### config.mk
export PLATFORM = sky130hd
export DESIGN_NAME = cmt_queue
export DESIGN_NICKNAME = d
export VERILOG_FILES = /design/src/rtl/cmt_queue_pkg.sv /design/src/rtl/cmtq_fifo.sv /design/src/rtl/cmt_queue.sv
export SDC_FILE = /design/constraint.sdc
export NUM_CORES = 1
export LEC_CHECK = 0
export ABC_AREA = 0
export CAP_MARGIN = 20
export CORE_UTILIZATION = 45
export CTS_BUF_LIST = sky130_fd_sc_hd__clkbuf_8
export DETAILED_ROUTE_END_ITERATION = 10
export GPL_TIMING_DRIVEN = 0
export PLACE_DENSITY = 0.67
export SLEW_MARGIN = 20
export SYNTH_ARGS = -nofsm -noshare
export SYNTH_HDL_FRONTEND = slang
export SYNTH_SLANG_ARGS = --single-unit
### constraint.sdc
create_clock -name clk -period 12.5 [get_ports clk]
set_clock_uncertainty 0.2 [all_clocks]
set_input_delay 3.125 -clock clk [delete_from_list [all_inputs] [get_ports clk]]
set_output_delay 3.125 -clock clk [all_outputs]
set_load 0.05 [all_outputs]
### src/rtl/cmt_queue_pkg.sv
// ============================================================================
// Module  : cmt_queue_pkg
// Brief   : Shared widths, opcode constants and retire-record type for the
//           commit queue.
// Rev     : 1.0
// ============================================================================
`default_nettype none

package cmt_queue_pkg;

    localparam int BUS_64   = 64;
    localparam int BUS_32   = 32;
    localparam int BUS_RIDX = 5;

    localparam logic [6:0]        OPC_TRAP   = 7'h6b;
    localparam logic [6:0]        OPC_SYSTEM = 7'h73;
    localparam logic [BUS_32-1:0] INST_PUTCH = 32'h0000_007b;
    localparam logic [11:0]       CSR_MCYCLE = 12'hB00;

    typedef struct packed {
        logic [BUS_64-1:0]   pc;
        logic [BUS_32-1:0]   inst;
        logic [BUS_RIDX-1:0] rd;
        logic                rd_wen;
        logic [BUS_64-1:0]   rd_wdata;
        logic                skip;
    } cmt_rec_t;

    localparam int REC_W = $bits(cmt_rec_t);

    // Difftest cannot reproduce console output, device accesses or cycle counts.
    function automatic logic calc_skip(
        input logic [BUS_32-1:0] inst,
        input logic              mem_en,
        input logic [BUS_64-1:0] mem_addr,
        input logic [BUS_64-1:0] mmio_limit
    );
        logic w_putch;
        logic w_mmio;
        logic w_mcycle;
        w_putch  = (inst == INST_PUTCH);
        w_mmio   = mem_en && (mem_addr < mmio_limit);
        w_mcycle = (inst[6:0] == OPC_SYSTEM) && (inst[14:12] != 3'd0) &&
                   (inst[31:20] == CSR_MCYCLE);
        return w_putch || w_mmio || w_mcycle;
    endfunction

endpackage

`default_nettype wire

### src/rtl/cmtq_fifo.sv
// ============================================================================
// Module  : cmtq_fifo
// Brief   : Power-of-two record store with wrapping pointers, occupancy count
//           and a synchronous flush that overrides push and pop.
// Rev     : 1.0
// ============================================================================
`default_nettype none

module cmtq_fifo #(
    parameter int DEPTH = 4,
    parameter int WIDTH = 8
) (
    input  logic                     clk,
    input  logic                     rst,
    input  logic                     i_push,
    input  logic                     i_pop,
    input  logic                     i_flush,
    input  logic [WIDTH-1:0]         i_wdata,
    output logic [WIDTH-1:0]         o_rdata,
    output logic [$clog2(DEPTH):0]   o_count
);

    localparam int PTR_W = $clog2(DEPTH);
    localparam int CNT_W = PTR_W + 1;
    localparam logic [CNT_W-1:0] C_DEPTH = CNT_W'(DEPTH);

    logic [WIDTH-1:0] r_mem [DEPTH];
    logic [PTR_W-1:0] r_wptr;
    logic [PTR_W-1:0] r_rptr;
    logic [CNT_W-1:0] r_count;

    logic w_do_push;
    logic w_do_pop;

    assign w_do_push = i_push && (r_count != C_DEPTH);
    assign w_do_pop  = i_pop && (r_count != '0);

    // Storage needs no reset: only entries between the pointers are ever read.
    always_ff @(posedge clk) begin
        if (w_do_push && !i_flush) begin
            r_mem[r_wptr] <= i_wdata;
        end
    end

    always_ff @(posedge clk or negedge rst) begin
        if (!rst) begin
            r_wptr  <= '0;
            r_rptr  <= '0;
            r_count <= '0;
        end else if (i_flush) begin
            r_wptr  <= '0;
            r_rptr  <= '0;
            r_count <= '0;
        end else begin
            if (w_do_push) begin
                r_wptr <= r_wptr + 1'b1;
            end
            if (w_do_pop) begin
                r_rptr <= r_rptr + 1'b1;
            end
            r_count <= r_count + CNT_W'(w_do_push) - CNT_W'(w_do_pop);
        end
    end

    assign o_rdata = r_mem[r_rptr];
    assign o_count = r_count;

endmodule

`default_nettype wire

### src/rtl/cmt_queue.sv
// ============================================================================
// Module  : cmt_queue
// Brief   : Buffers writeback retire records and presents them one edge later
//           to the commit unit, tagging difftest skips and latching traps.
// Rev     : 1.0
// ============================================================================
`default_nettype none

module cmt_queue
    import cmt_queue_pkg::*;
#(
    parameter int          DEPTH      = 4,
    parameter logic [63:0] MMIO_LIMIT = 64'h8000_0000
) (
    input  logic                  clk,
    input  logic                  rst,
    input  logic                  i_valid,
    output logic                  o_ready,
    input  logic [BUS_64-1:0]     i_pc,
    input  logic [BUS_32-1:0]     i_inst,
    input  logic [BUS_RIDX-1:0]   i_rd,
    input  logic                  i_rd_wen,
    input  logic [BUS_64-1:0]     i_rd_wdata,
    input  logic                  i_mem_en,
    input  logic [BUS_64-1:0]     i_mem_addr,
    output logic                  o_cmtvalid,
    output logic [BUS_64-1:0]     o_pc,
    output logic [BUS_32-1:0]     o_inst,
    output logic [BUS_RIDX-1:0]   o_rd,
    output logic                  o_rd_wen,
    output logic [BUS_64-1:0]     o_rd_wdata,
    output logic                  o_skipcmt,
    output logic                  o_trap,
    output logic [$clog2(DEPTH):0] o_count
);

    localparam int CNT_W = $clog2(DEPTH) + 1;
    localparam logic [CNT_W-1:0] C_DEPTH = CNT_W'(DEPTH);

    cmt_rec_t         w_push_rec;
    cmt_rec_t         w_head;
    logic [CNT_W-1:0] w_count;
    logic             w_push;
    logic             w_pop;
    logic             w_flush;

    logic                r_cmtvalid;
    logic [BUS_64-1:0]   r_pc;
    logic [BUS_32-1:0]   r_inst;
    logic [BUS_RIDX-1:0] r_rd;
    logic                r_rd_wen;
    logic [BUS_64-1:0]   r_rd_wdata;
    logic                r_skipcmt;
    logic                r_trap;

    // x0 writes are architecturally dropped, so scrub them before storage.
    always_comb begin
        w_push_rec          = '0;
        w_push_rec.pc       = i_pc;
        w_push_rec.inst     = i_inst;
        w_push_rec.rd       = i_rd;
        w_push_rec.rd_wen   = i_rd_wen && (i_rd != '0);
        w_push_rec.rd_wdata = (i_rd != '0) ? i_rd_wdata : '0;
        w_push_rec.skip     = calc_skip(i_inst, i_mem_en, i_mem_addr, MMIO_LIMIT);
    end

    assign o_ready = (w_count < C_DEPTH) && !r_trap;
    assign w_push  = i_valid && o_ready;
    assign w_pop   = (w_count != '0) && !r_trap;
    assign w_flush = w_pop && (w_head.inst[6:0] == OPC_TRAP);

    cmtq_fifo #(
        .DEPTH (DEPTH),
        .WIDTH (REC_W)
    ) u_fifo (
        .clk     (clk),
        .rst     (rst),
        .i_push  (w_push),
        .i_pop   (w_pop),
        .i_flush (w_flush),
        .i_wdata (w_push_rec),
        .o_rdata (w_head),
        .o_count (w_count)
    );

    // Record fields hold between pops; only the valid strobe drops back.
    always_ff @(posedge clk or negedge rst) begin
        if (!rst) begin
            r_cmtvalid <= 1'b0;
            r_pc       <= '0;
            r_inst     <= '0;
            r_rd       <= '0;
            r_rd_wen   <= 1'b0;
            r_rd_wdata <= '0;
            r_skipcmt  <= 1'b0;
            r_trap     <= 1'b0;
        end else begin
            r_cmtvalid <= w_pop;
            if (w_pop) begin
                r_pc       <= w_head.pc;
                r_inst     <= w_head.inst;
                r_rd       <= w_head.rd;
                r_rd_wen   <= w_head.rd_wen;
                r_rd_wdata <= w_head.rd_wdata;
                r_skipcmt  <= w_head.skip;
            end
            if (w_flush) begin
                r_trap <= 1'b1;
            end
        end
    end

    assign o_cmtvalid = r_cmtvalid;
    assign o_pc       = r_pc;
    assign o_inst     = r_inst;
    assign o_rd       = r_rd;
    assign o_rd_wen   = r_rd_wen;
    assign o_rd_wdata = r_rd_wdata;
    assign o_skipcmt  = r_skipcmt;
    assign o_trap     = r_trap;
    assign o_count    = w_count;

endmodule

`default_nettype wire

==> results.yml, run 1 <==
timing:
  max_slew.worst_pin.slew_ns: 0.993
  hold_viol_final: 0
  setup_ws_ns: 6.87
  setup_viol_count_final: 0
  grt_setup_unrepaired: "no"
  fin_crit_sh: 0.450
  drv_slew: 0
  timing.fmax_ghz: 0.178
  slew_headroom: 0.336
  setup_tns_ns: 0
  timing.final.crit_period_ns: 5.63
  hold_slack_ns: 0.271
global_routing:
  track_usage: 0.206
  grt_pass1_vias: 18200
  grt.overflow.total: 0
  antenna_found_initial: 11
  grt_max_degree: 77
  grt_pass1_wl_microns: 107000
setup_path:
  startpoint_type: "input pin"
  arrival_ns: 5.87
  cp-end-kind: "register"
  worstPathRequired_ns: 12.74
  crit_type: "in -> reg"
  crit_fanout: 19
yosys:
  ys_seq_elements: 844
  synth_top_area_share: 0.639
  synth_edf_count: 668
  post-synth-top-count-cell: "edfxtp_1"
  yosys-top-cells-count: "edfxtp_1 (668), nand2_1 (505), dfrtp_1 (176)"
  synth_top_cell_by_area: "edfxtp_1"
  syn_inst: 1734
  yosys_most_used_dff: "edfxtp_1"
  synth-seq-area-share: 0.780
  synth_area_leaders: "edfxtp_1 (64%), dfrtp_1 (14%), mux4_2 (12%)"
  synthesis.nets: 1975
  ys_types: 37
  ys_warn_count: 0
  syn_avg_cell_area_sq_um: 18.1
  netlist_area_sq_um: 31400
  synth_async_sr_flop_share: 0.209
clock_network:
  cts-resized-gates: 0
  clk_pin_slew_ns: 0.06
  clkLatencyLatePin_ns: 0.76
  cts_buffers: 139
  htree_num_levels: 4
  cts_setup_buffers: 0
  cts-root-buf: "clkbuf_8"
  cts.path.max_buffers: 3
  tritoncts: "done"
  cts_hold_buf: 0
  cts.sinks: 844
floorplan:
  die_w_microns: 266
  num_rows: 96
  ios: 407
  die_y_microns: 266
  start_util: 0.456
  core_sq_um: 68800
  dieArea_sq_um: 70800
power_and_ir_drop:
  vdd_drop_max_v: 0.000145
  finalPower_w: 0.0103
  leakagePower_nw: 14.8
  p_sw_w: 0.00388
  powerDensity_nw_per_um2: 256
  p_comb_frac: 0.400
  p_clk_frac: 0.223
  p_int_w: 0.00639
  power_switching_share: 0.378
  power_frac_seq: 0.377
placed_design:
  dp_hpwl_microns: 48000
  place_area_sq_um: 37500
  place_ws_ns: 6.02
  routabilityCongestion: 0.754
  port_buffers: 375
drt:
  viasPerCell: 5.08
  postRouteAntennaNets: 0
  wire_per_inst_microns: 21.3
  finalWirelength_microns: 71200
  drc: 0
  drt_iter0_drc: 836
  drtPass1Iterations: 7
  vias: 17000
outcome:
  status: "completed"
layout:
  final_area_sq_um: 40200
  syn2layout_area_growth_pct: 28.1
  drive_gt1_frac: 0.178
  fin_nets: 2538
worst_hold_path:
  min_path_type: "reg -> reg"
flow_run:
  maxCapViolCount: 0
[layout make-up]
type | instances | area, sq um
well taps | 931 | 1160
fillers | 5185 | 28600
multi-input cells | 800 | 6560
clock buffers | 167 | 2300
repair buffers | 422 | 4920
plain buffers | 83 | 358
diodes | 2 | 5.00
inverters | 7 | 26.3
flip-flops and latches | 844 | 24500
clock inverters | 91 | 402
[sequential cells by signal (all words and copies together), names as in the netlist]
register	cells
u_fifo.r_mem	668
o_pc	64
o_rd_wdata	64
o_inst	32
o_rd	5
u_fifo.o_count	3
u_fifo.r_rptr	2
u_fifo.r_wptr	2
o_cmtvalid	1
o_rd_wen	1
o_skipcmt	1
o_trap	1
[routing by layer]
layer / track usage / wire length, microns / up-vias
met1: 0.260 / 29200 / 8740
met2: 0.341 / 35900 / 470
met4: 0.0733 / 1640 / 12
met5: 0 / 80 / -
met3: 0.0569 / 4450 / 134
li1: - / - / 7649
[cell usage in the layout, fill, tap and decap left out, types with 4 or more instances in the layout]
cell,instances
clkinv_1,13
buf_12,11
nand2_1,505
xnor2_1,5
clkbuf_1,45
ha_1,6
buf_8,5
clkinv_2,6
buf_2,25
buf_1,8
clkdlybuf4s50_1,374
nor4_1,10
dfrtp_1,176
mux4_2,163
edfxtp_1,668
inv_1,72
nor2_1,10
nor2_4,4
buf_16,32
clkbuf_8,167
nor2b_1,66
[stage by stage]
step / util / cells
floorplan: - / 1734
global placement: 0.527 / 3040
detailed placement: 0.545 / 3087
CTS: 0.584 / 3345
global route: 0.584 / 3345
finish: 0.584 / 3347
[cell families (layout without fill, tap and decap cells)]
| kind of cell | after synthesis | count (layout) | synth area share |
|---|---|---|---|
| fa+ha+maj | 7 | 7 | 0.00303 |
| compound gates | 3 | 3 | 0.000518 |
| other cells | 0 | 2 | 0 |
| mux | 170 | 170 | 0.121 |
| buf+inv | 90 | 770 | 0.0121 |
| simple gates | 615 | 615 | 0.0822 |
| xor+xnor | 5 | 5 | 0.00140 |
| flops | 844 | 844 | 0.780 |
[path summary, 6_finish.rpt]
path                                        startpoint                       endpoint  depth (start not counted)  slack [ns]
max                                            i_valid  u_fifo.r_mem[1][24]$_DFFE_PP_                          8        6.87
min                               o_pc[37]$_DFFE_PN0P_           o_pc[37]$_DFFE_PN0P_                          2        0.27
max reg2reg                u_fifo.o_count[2]$_DFF_PN0_    u_fifo.o_count[2]$_DFF_PN0_                         12        8.90
min reg2reg                       o_pc[37]$_DFFE_PN0P_           o_pc[37]$_DFFE_PN0P_                          2        0.27
max in group asynchronous                          rst     o_rd_wdata[33]$_DFFE_PN0P_                          2        9.30
min in group asynchronous                          rst           o_pc[20]$_DFFE_PN0P_                          1        2.03
[worst max-delay path, stage by stage]
cell             delay [ns]
clkdlybuf4s50_1        0.45
nor3b_1                0.80
nand2_1                0.22
nor2_4                 0.46
buf_16                 0.22
buf_12                 0.19
buf_16                 0.18
buf_8                  0.18
[power by group through the flow]
stage               registers [W]  clock network [W]  logic, W
floorplan                 0.00496                  0   0.00165
global placement          0.00407                  0   0.00398
detailed placement        0.00393                  0   0.00418
CTS                       0.00388            0.00236   0.00419
global route              0.00393            0.00247   0.00441
finish                    0.00387            0.00229   0.00411
Note: power is estimated with default switching activity, not from simulation.
==> run 2, diff against run 1 <==
- PLACE_DENSITY: 0.67 -> 0.7
- clock period: 12.5 -> 4.6 ns (I/O delays scaled with it)
==> run 2 against run 1 <==
Against the previous run:
- cell count is the same
- clock-buffer cell count shrank 13
- first-iteration DRC count grew 16%
- global-route usage is essentially flat
- power grew to 2.7 times the previous value
==> results.yml, run 2 (synthesis results as in run 1) <==
timing:
  slew_headroom: 0.435
  timing.final.crit_period_ns: 3.67
  hold_viol_final: 0
  drv_slew: 0
  grt_setup_unrepaired: "no"
  fin_crit_sh: 0.797
  setup_viol_count_final: 0
  max_slew.worst_pin.slew_ns: 0.847
  setup_tns_ns: 0
  timing.fmax_ghz: 0.273
worst_hold_path:
  hold_end: "o_pc[57]$_DFFE_PN0P_"
  min-delay-start: "o_pc[57]$_DFFE_PN0P_"
  hold_depth: 2
  min_path_type: "reg -> reg"
placed_design:
  place_area_sq_um: 37400
  port_buffers: 375
  routabilityCongestion: 0.774
  dpl.cell_count: 3082
  dp_hpwl_microns: 48100
global_routing:
  grt_pass1_wl_microns: 108000
  grt.overflow.total: 0
  use_met2: 0.344
  busiest_layer: "met2"
  grt_pass1_vias: 18300
  grtUsageMet3: 0.0523
  grt_max_degree: 83
  track_usage: 0.206
  antenna_found_initial: 15
  grtUsageMet1: 0.262
power_and_ir_drop:
  p_int_w: 0.0176
  p_comb_frac: 0.396
  power_frac_seq: 0.374
  leakagePower_nw: 14.8
  finalPower_w: 0.0282
  p_sw_w: 0.0107
  power_switching_share: 0.378
  p_clk_frac: 0.231
  vdd_drop_max_v: 0.000460
  powerDensity_nw_per_um2: 702
layout:
  final_core_util: 0.584
  fin_nets: 2534
  register_area_sq_um: 24500
  syn2layout_area_growth_pct: 28.2
  multiInputGateArea_sq_um: 6570
  layout_commonest_cell: "edfxtp_1"
  final_cell_mix: "edfxtp_1 (668), nand2_1 (505), clkdlybuf4s50_1 (374), dfrtp_1 (176), mux4_2 (163)"
  final_area_sq_um: 40200
  finalNonFillerCells: 3347
  largest_reg_flops: 668
  drive_gt1_frac: 0.181
  fillers: 5186
  largest-register: "u_fifo.r_mem"
flow_run:
  maxCapViolCount: 0
clock_network:
  cts-resized-gates: 0
  htree_num_levels: 4
  clkLatencyLatePin_ns: 0.77
  cts.sinks: 844
  cts.path.max_buffers: 3
  clk_pin_slew_ns: 0.06
  tritoncts: "done"
  cts_buffers: 139
  cts-root-buf: "clkbuf_8"
drt:
  wire_per_inst_microns: 21.5
  drt_iter0_drc: 971
  finalWirelength_microns: 71800
  drtPass1Iterations: 5
  viasPerCell: 5.13
  drc: 0
  postRouteAntennaNets: 0
  vias: 17200
setup_path:
  crit_fanout: 21
  worstReg2RegStart: "u_fifo.r_rptr[1]$_DFFE_PN0P_"
  arrival_ns: 3.93
  r2r-end: "u_fifo.r_mem[3][31]$_DFFE_PP_"
  cp-end-kind: "register"
  r2r_slack_ns: 0.93
  crit_type: "reg -> reg"
  worstPathRequired_ns: 4.86
  critical_path.startpoint: "u_fifo.r_rptr[1]$_DFFE_PN0P_"
  rr_worst_depth: 12
  startpoint_type: "register"
floorplan:
  core_sq_um: 68800
  die_y_microns: 266
  die_w_microns: 266
  start_util: 0.456
  dieArea_sq_um: 70800
  num_rows: 96
  ios: 407
outcome:
  status: "completed"
## run 2: cell types whose count changed in the layout (fill, tap and decap cells not counted), sizes merged, moves of 4 or more
cell / delta
bufinv: +7
clkinv: +15
diode: +4
buf: -5
clkbuf: -13
inv: -11
## run 2: worst max path at each step
stage	end	slack, ns	cells after the start
global placement	o_rd_wdata[24]$_DFFE_PN0P_	-6.32	1
finish	u_fifo.r_mem[3][31]$_DFFE_PP_	0.93	12
detailed placement	u_fifo.r_mem[1][28]$_DFFE_PP_	0.17	6
floorplan	u_fifo.r_mem[0][0]$_DFFE_PP_	-0.11	3
CTS	u_fifo.r_mem[3][31]$_DFFE_PP_	0.87	12
global route	u_fifo.r_mem[3][30]$_DFFE_PP_	0.74	12
## run 2: layout make-up
type,instances,share of cell area
Multi-Input combinational cell,800,0.163
Clock buffer,154,0.0527
Inverter,7,0.000653
Sequential cell,844,0.608
Buffer,83,0.00890
Antenna cell,6,0.000373
Tap cell,931,0.0290
Clock inverter,104,0.0172
Timing Repair Buffer,418,0.120
## run 2: critical path, stage by stage, from the launching register on
cell and delay [ns]:
dfrtp_1 0.32, buf_2 0.19, buf_2 0.33, mux4_1 0.37
nand2_1 0.12, nor4_2 0.06, buf_4 0.21, nor2_4 0.47
buf_16 0.23, buf_12 0.20, buf_12 0.21, buf_12 0.21
buf_16 0.18
## run 2: stage by stage
stage	setup WS [ns]	hold slack (ns)
floorplan	-0.106	0.362
global placement	-6.32	0.260
detailed placement	0.169	0.262
CTS	0.869	0.275
global route	0.744	0.291
finish	0.933	0.269
## run 2: power by group through the flow
stage / combinational (W) / sequential [W] / clock (W)
6_report: 0.0112 / 0.0105 / 0.00652
5_1_grt: 0.0120 / 0.0107 / 0.00699
3_3_place_gp: 0.0108 / 0.0108 / 0
3_5_place_dp: 0.0113 / 0.0107 / 0
4_1_cts: 0.0114 / 0.0106 / 0.00668
2_1_floorplan: 0.00449 / 0.0133 / 0
## run 2: metal layers
layer	vias up	part of all wire
li1	7641	-
met1	8841	0.40
met2	549	0.51
met3	122	0.064
met4	10	0.023
met5	-	0.00079
## run 2: timing repair
item / CTS / global route
setup buffers: 0 / 0
hold buffers: 1 / 0
endpoints found under the hold margin: 20 / 0
==> run 3, diff against run 2 <==
- PLACE_DENSITY: 0.7 -> 0.67
- clock period: 4.6 -> 3.47 ns (I/O delays scaled with it)
==> run 3 against run 2 <==
Against the previous run:
- first-iteration DRC count grew 2.9%
- register-to-register slack lost 0.78 ns
- critical path depth shrank 2
- via count shrank 0.68%
- non-clock buffer count grew 6
- power grew 30%
- critical path type unchanged
- combinational power grew 31%
- highest routed layer unchanged
==> results.yml, run 3 (synthesis results as in run 1) <==
drt:
  viasPerCell: 5.08
  finalWirelength_microns: 71200
  drt_iter0_drc: 999
  wire_per_inst_microns: 21.2
  wl_met3_microns: 4440
  met2WireLength_microns: 36000
  vias: 17000
  postRouteAntennaNets: 0
  wl_met1_microns: 29000
  drtPass1Iterations: 5
  maxUsedRoutingLayer: "met5"
  drc: 0
layout:
  largest-register: "u_fifo.r_mem"
  finalNonFillerCells: 3354
  syn2layout_area_growth_pct: 27.5
  fin_nets: 2541
  layout_commonest_cell: "edfxtp_1"
  final_cell_mix: "edfxtp_1 (668), nand2_1 (505), clkdlybuf4s50_1 (374), dfrtp_1 (174), mux4_2 (165)"
  fillers: 5223
  drive_gt1_frac: 0.180
  largest_reg_flops: 668
clock_network:
  tritoncts: "done"
  cts-root-buf: "clkbuf_8"
  htree_num_levels: 4
  cts.path.max_buffers: 3
  cts.sinks: 844
  clk_pin_slew_ns: 0.06
  cts_buffers: 140
  clkLatencyLatePin_ns: 0.78
setup_path:
  crit_type: "reg -> reg"
  worstPathRequired_ns: 3.74
  crit_fanout: 21
  arrival_ns: 3.58
  cp-end-kind: "register"
  r2r_slack_ns: 0.16
  startpoint_type: "register"
  worstReg2RegStart: "u_fifo.r_rptr[1]$_DFFE_PN0P_"
  r2r-end: "u_fifo.r_mem[2][30]$_DFFE_PP_"
  rr_worst_depth: 10
timing:
  setup_viol_count_final: 0
  max_slew.worst_pin.slew_ns: 0.829
  slew_headroom: 0.448
  grt_setup_unrepaired: "no"
  hold_viol_final: 0
  drv_slew: 0
  timing.fmax_ghz: 0.302
  setup_tns_ns: 0
  fin_crit_sh: 0.955
  timing.final.crit_period_ns: 3.31
floorplan:
  die_w_microns: 266
  num_rows: 96
  core_sq_um: 68800
  dieArea_sq_um: 70800
  ios: 407
  start_util: 0.456
  die_y_microns: 266
power_and_ir_drop:
  vdd_drop_max_v: 0.000589
  leakagePower_nw: 14.7
  powerDensity_nw_per_um2: 920
worst_hold_path:
  hold_depth: 2
  min-delay-start: "o_rd_wdata[27]$_DFFE_PN0P_"
  hold_end: "o_rd_wdata[27]$_DFFE_PN0P_"
  min_path_type: "reg -> reg"
global_routing:
  antenna_found_initial: 11
  track_usage: 0.206
  grt_pass1_vias: 18000
  grt.overflow.total: 0
  grt_max_degree: 81
  grt_pass1_wl_microns: 107000
placed_design:
  dpl.cell_count: 3078
  port_buffers: 375
  dp_hpwl_microns: 47800
  routabilityCongestion: 0.784
flow_run:
  maxCapViolCount: 0
outcome:
  status: "completed"
==> run 3: cell count changes in the layout (fill, tap and decap cells not counted), moves of 3 or more <==
cell	delta
buf_12	+7
clkinv_2	-11
clkbuf_8	+6
buf_16	-12
bufinv_16	-7
inv_6	-3
buf_4	+10
inv_1	+10
inv_8	+3
clkinv_1	+5
==> run 3: critical path, stage by stage, from the launching register on <==
cell	delay [ns]
dfrtp_1	0.32
buf_2	0.21
buf_2	0.33
mux4_1	0.38
nand2_1	0.10
nor4_2	0.05
buf_4	0.20
nor2_4	0.53
buf_16	0.23
buf_12	0.20
buf_12	0.20
==> run 3: through the flow <==
step / power [W] / hold slack (ns) / worst slack [ns] / util / instance area (sq um)
detailed placement: 0.0290 / 0.262 / -0.839 / 0.541 / 37200
floorplan: 0.0236 / 0.362 / -0.953 / - / 31400
global route: 0.0388 / 0.293 / 0.00759 / 0.581 / 40000
finish: 0.0368 / 0.270 / 0.158 / 0.581 / 40000
CTS: 0.0373 / 0.272 / 0.0125 / 0.580 / 39900
global placement: 0.0286 / 0.259 / -7.80 / 0.528 / 36300
==> run 3: timing repair <==
item,CTS,global route
buffers inserted,1,9
pin swaps,1,1
endpoints found under the hold margin,18,0
resized for setup,1,6
hold buffers,1,0
setup endpoints to repair,8,129
==> run 3: report_power, final <==
part | internal [W] | switching (W)
sequential | 0.0131 | 0.000830
combinational | 0.00536 | 0.00930
clock | 0.00431 | 0.00386
total | 0.0228 | 0.0140
==> run 3: how the worst max path moves through the flow <==
stage	start	cells after the start	endpoint	slack, ns
floorplan	i_valid	3	u_fifo.r_mem[0][0]$_DFFE_PP_	-0.95
global placement	rst	1	u_fifo.o_count[2]$_DFF_PN0_	-7.80
detailed placement	i_rd[0]	6	u_fifo.r_mem[2][63]$_DFFE_PP_	-0.84
CTS	u_fifo.o_count[2]$_DFF_PN0_	12	u_fifo.o_count[2]$_DFF_PN0_	0.01
global route	u_fifo.r_rptr[1]$_DFFE_PN0P_	10	u_fifo.r_mem[2][101]$_DFFE_PP_	0.008
finish	u_fifo.r_rptr[1]$_DFFE_PN0P_	10	u_fifo.r_mem[2][30]$_DFFE_PP_	0.16
==> run 3: layout make-up <==
cell class,count,area [sq um],area share
Sequential cell,844,24500,0.612
Multi-Input combinational cell,800,6560,0.164
Timing Repair Buffer,424,4720,0.118
Clock buffer,160,2200,0.0551
Tap cell,931,1160,0.0291
Clock inverter,100,469,0.0117
Buffer,83,362,0.00904
Inverter,7,30.0,0.000751
Antenna cell,5,12.5,0.000313
==> run 3: layer usage <==
| metal | GRT usage | up-vias |
|---|---|---|
| met4 | 0.0739 | 12 |
| met2 | 0.340 | 500 |
| li1 | - | 7657 |
| met3 | 0.0550 | 120 |
| met5 | 0 | - |
| met1 | 0.263 | 8757 |
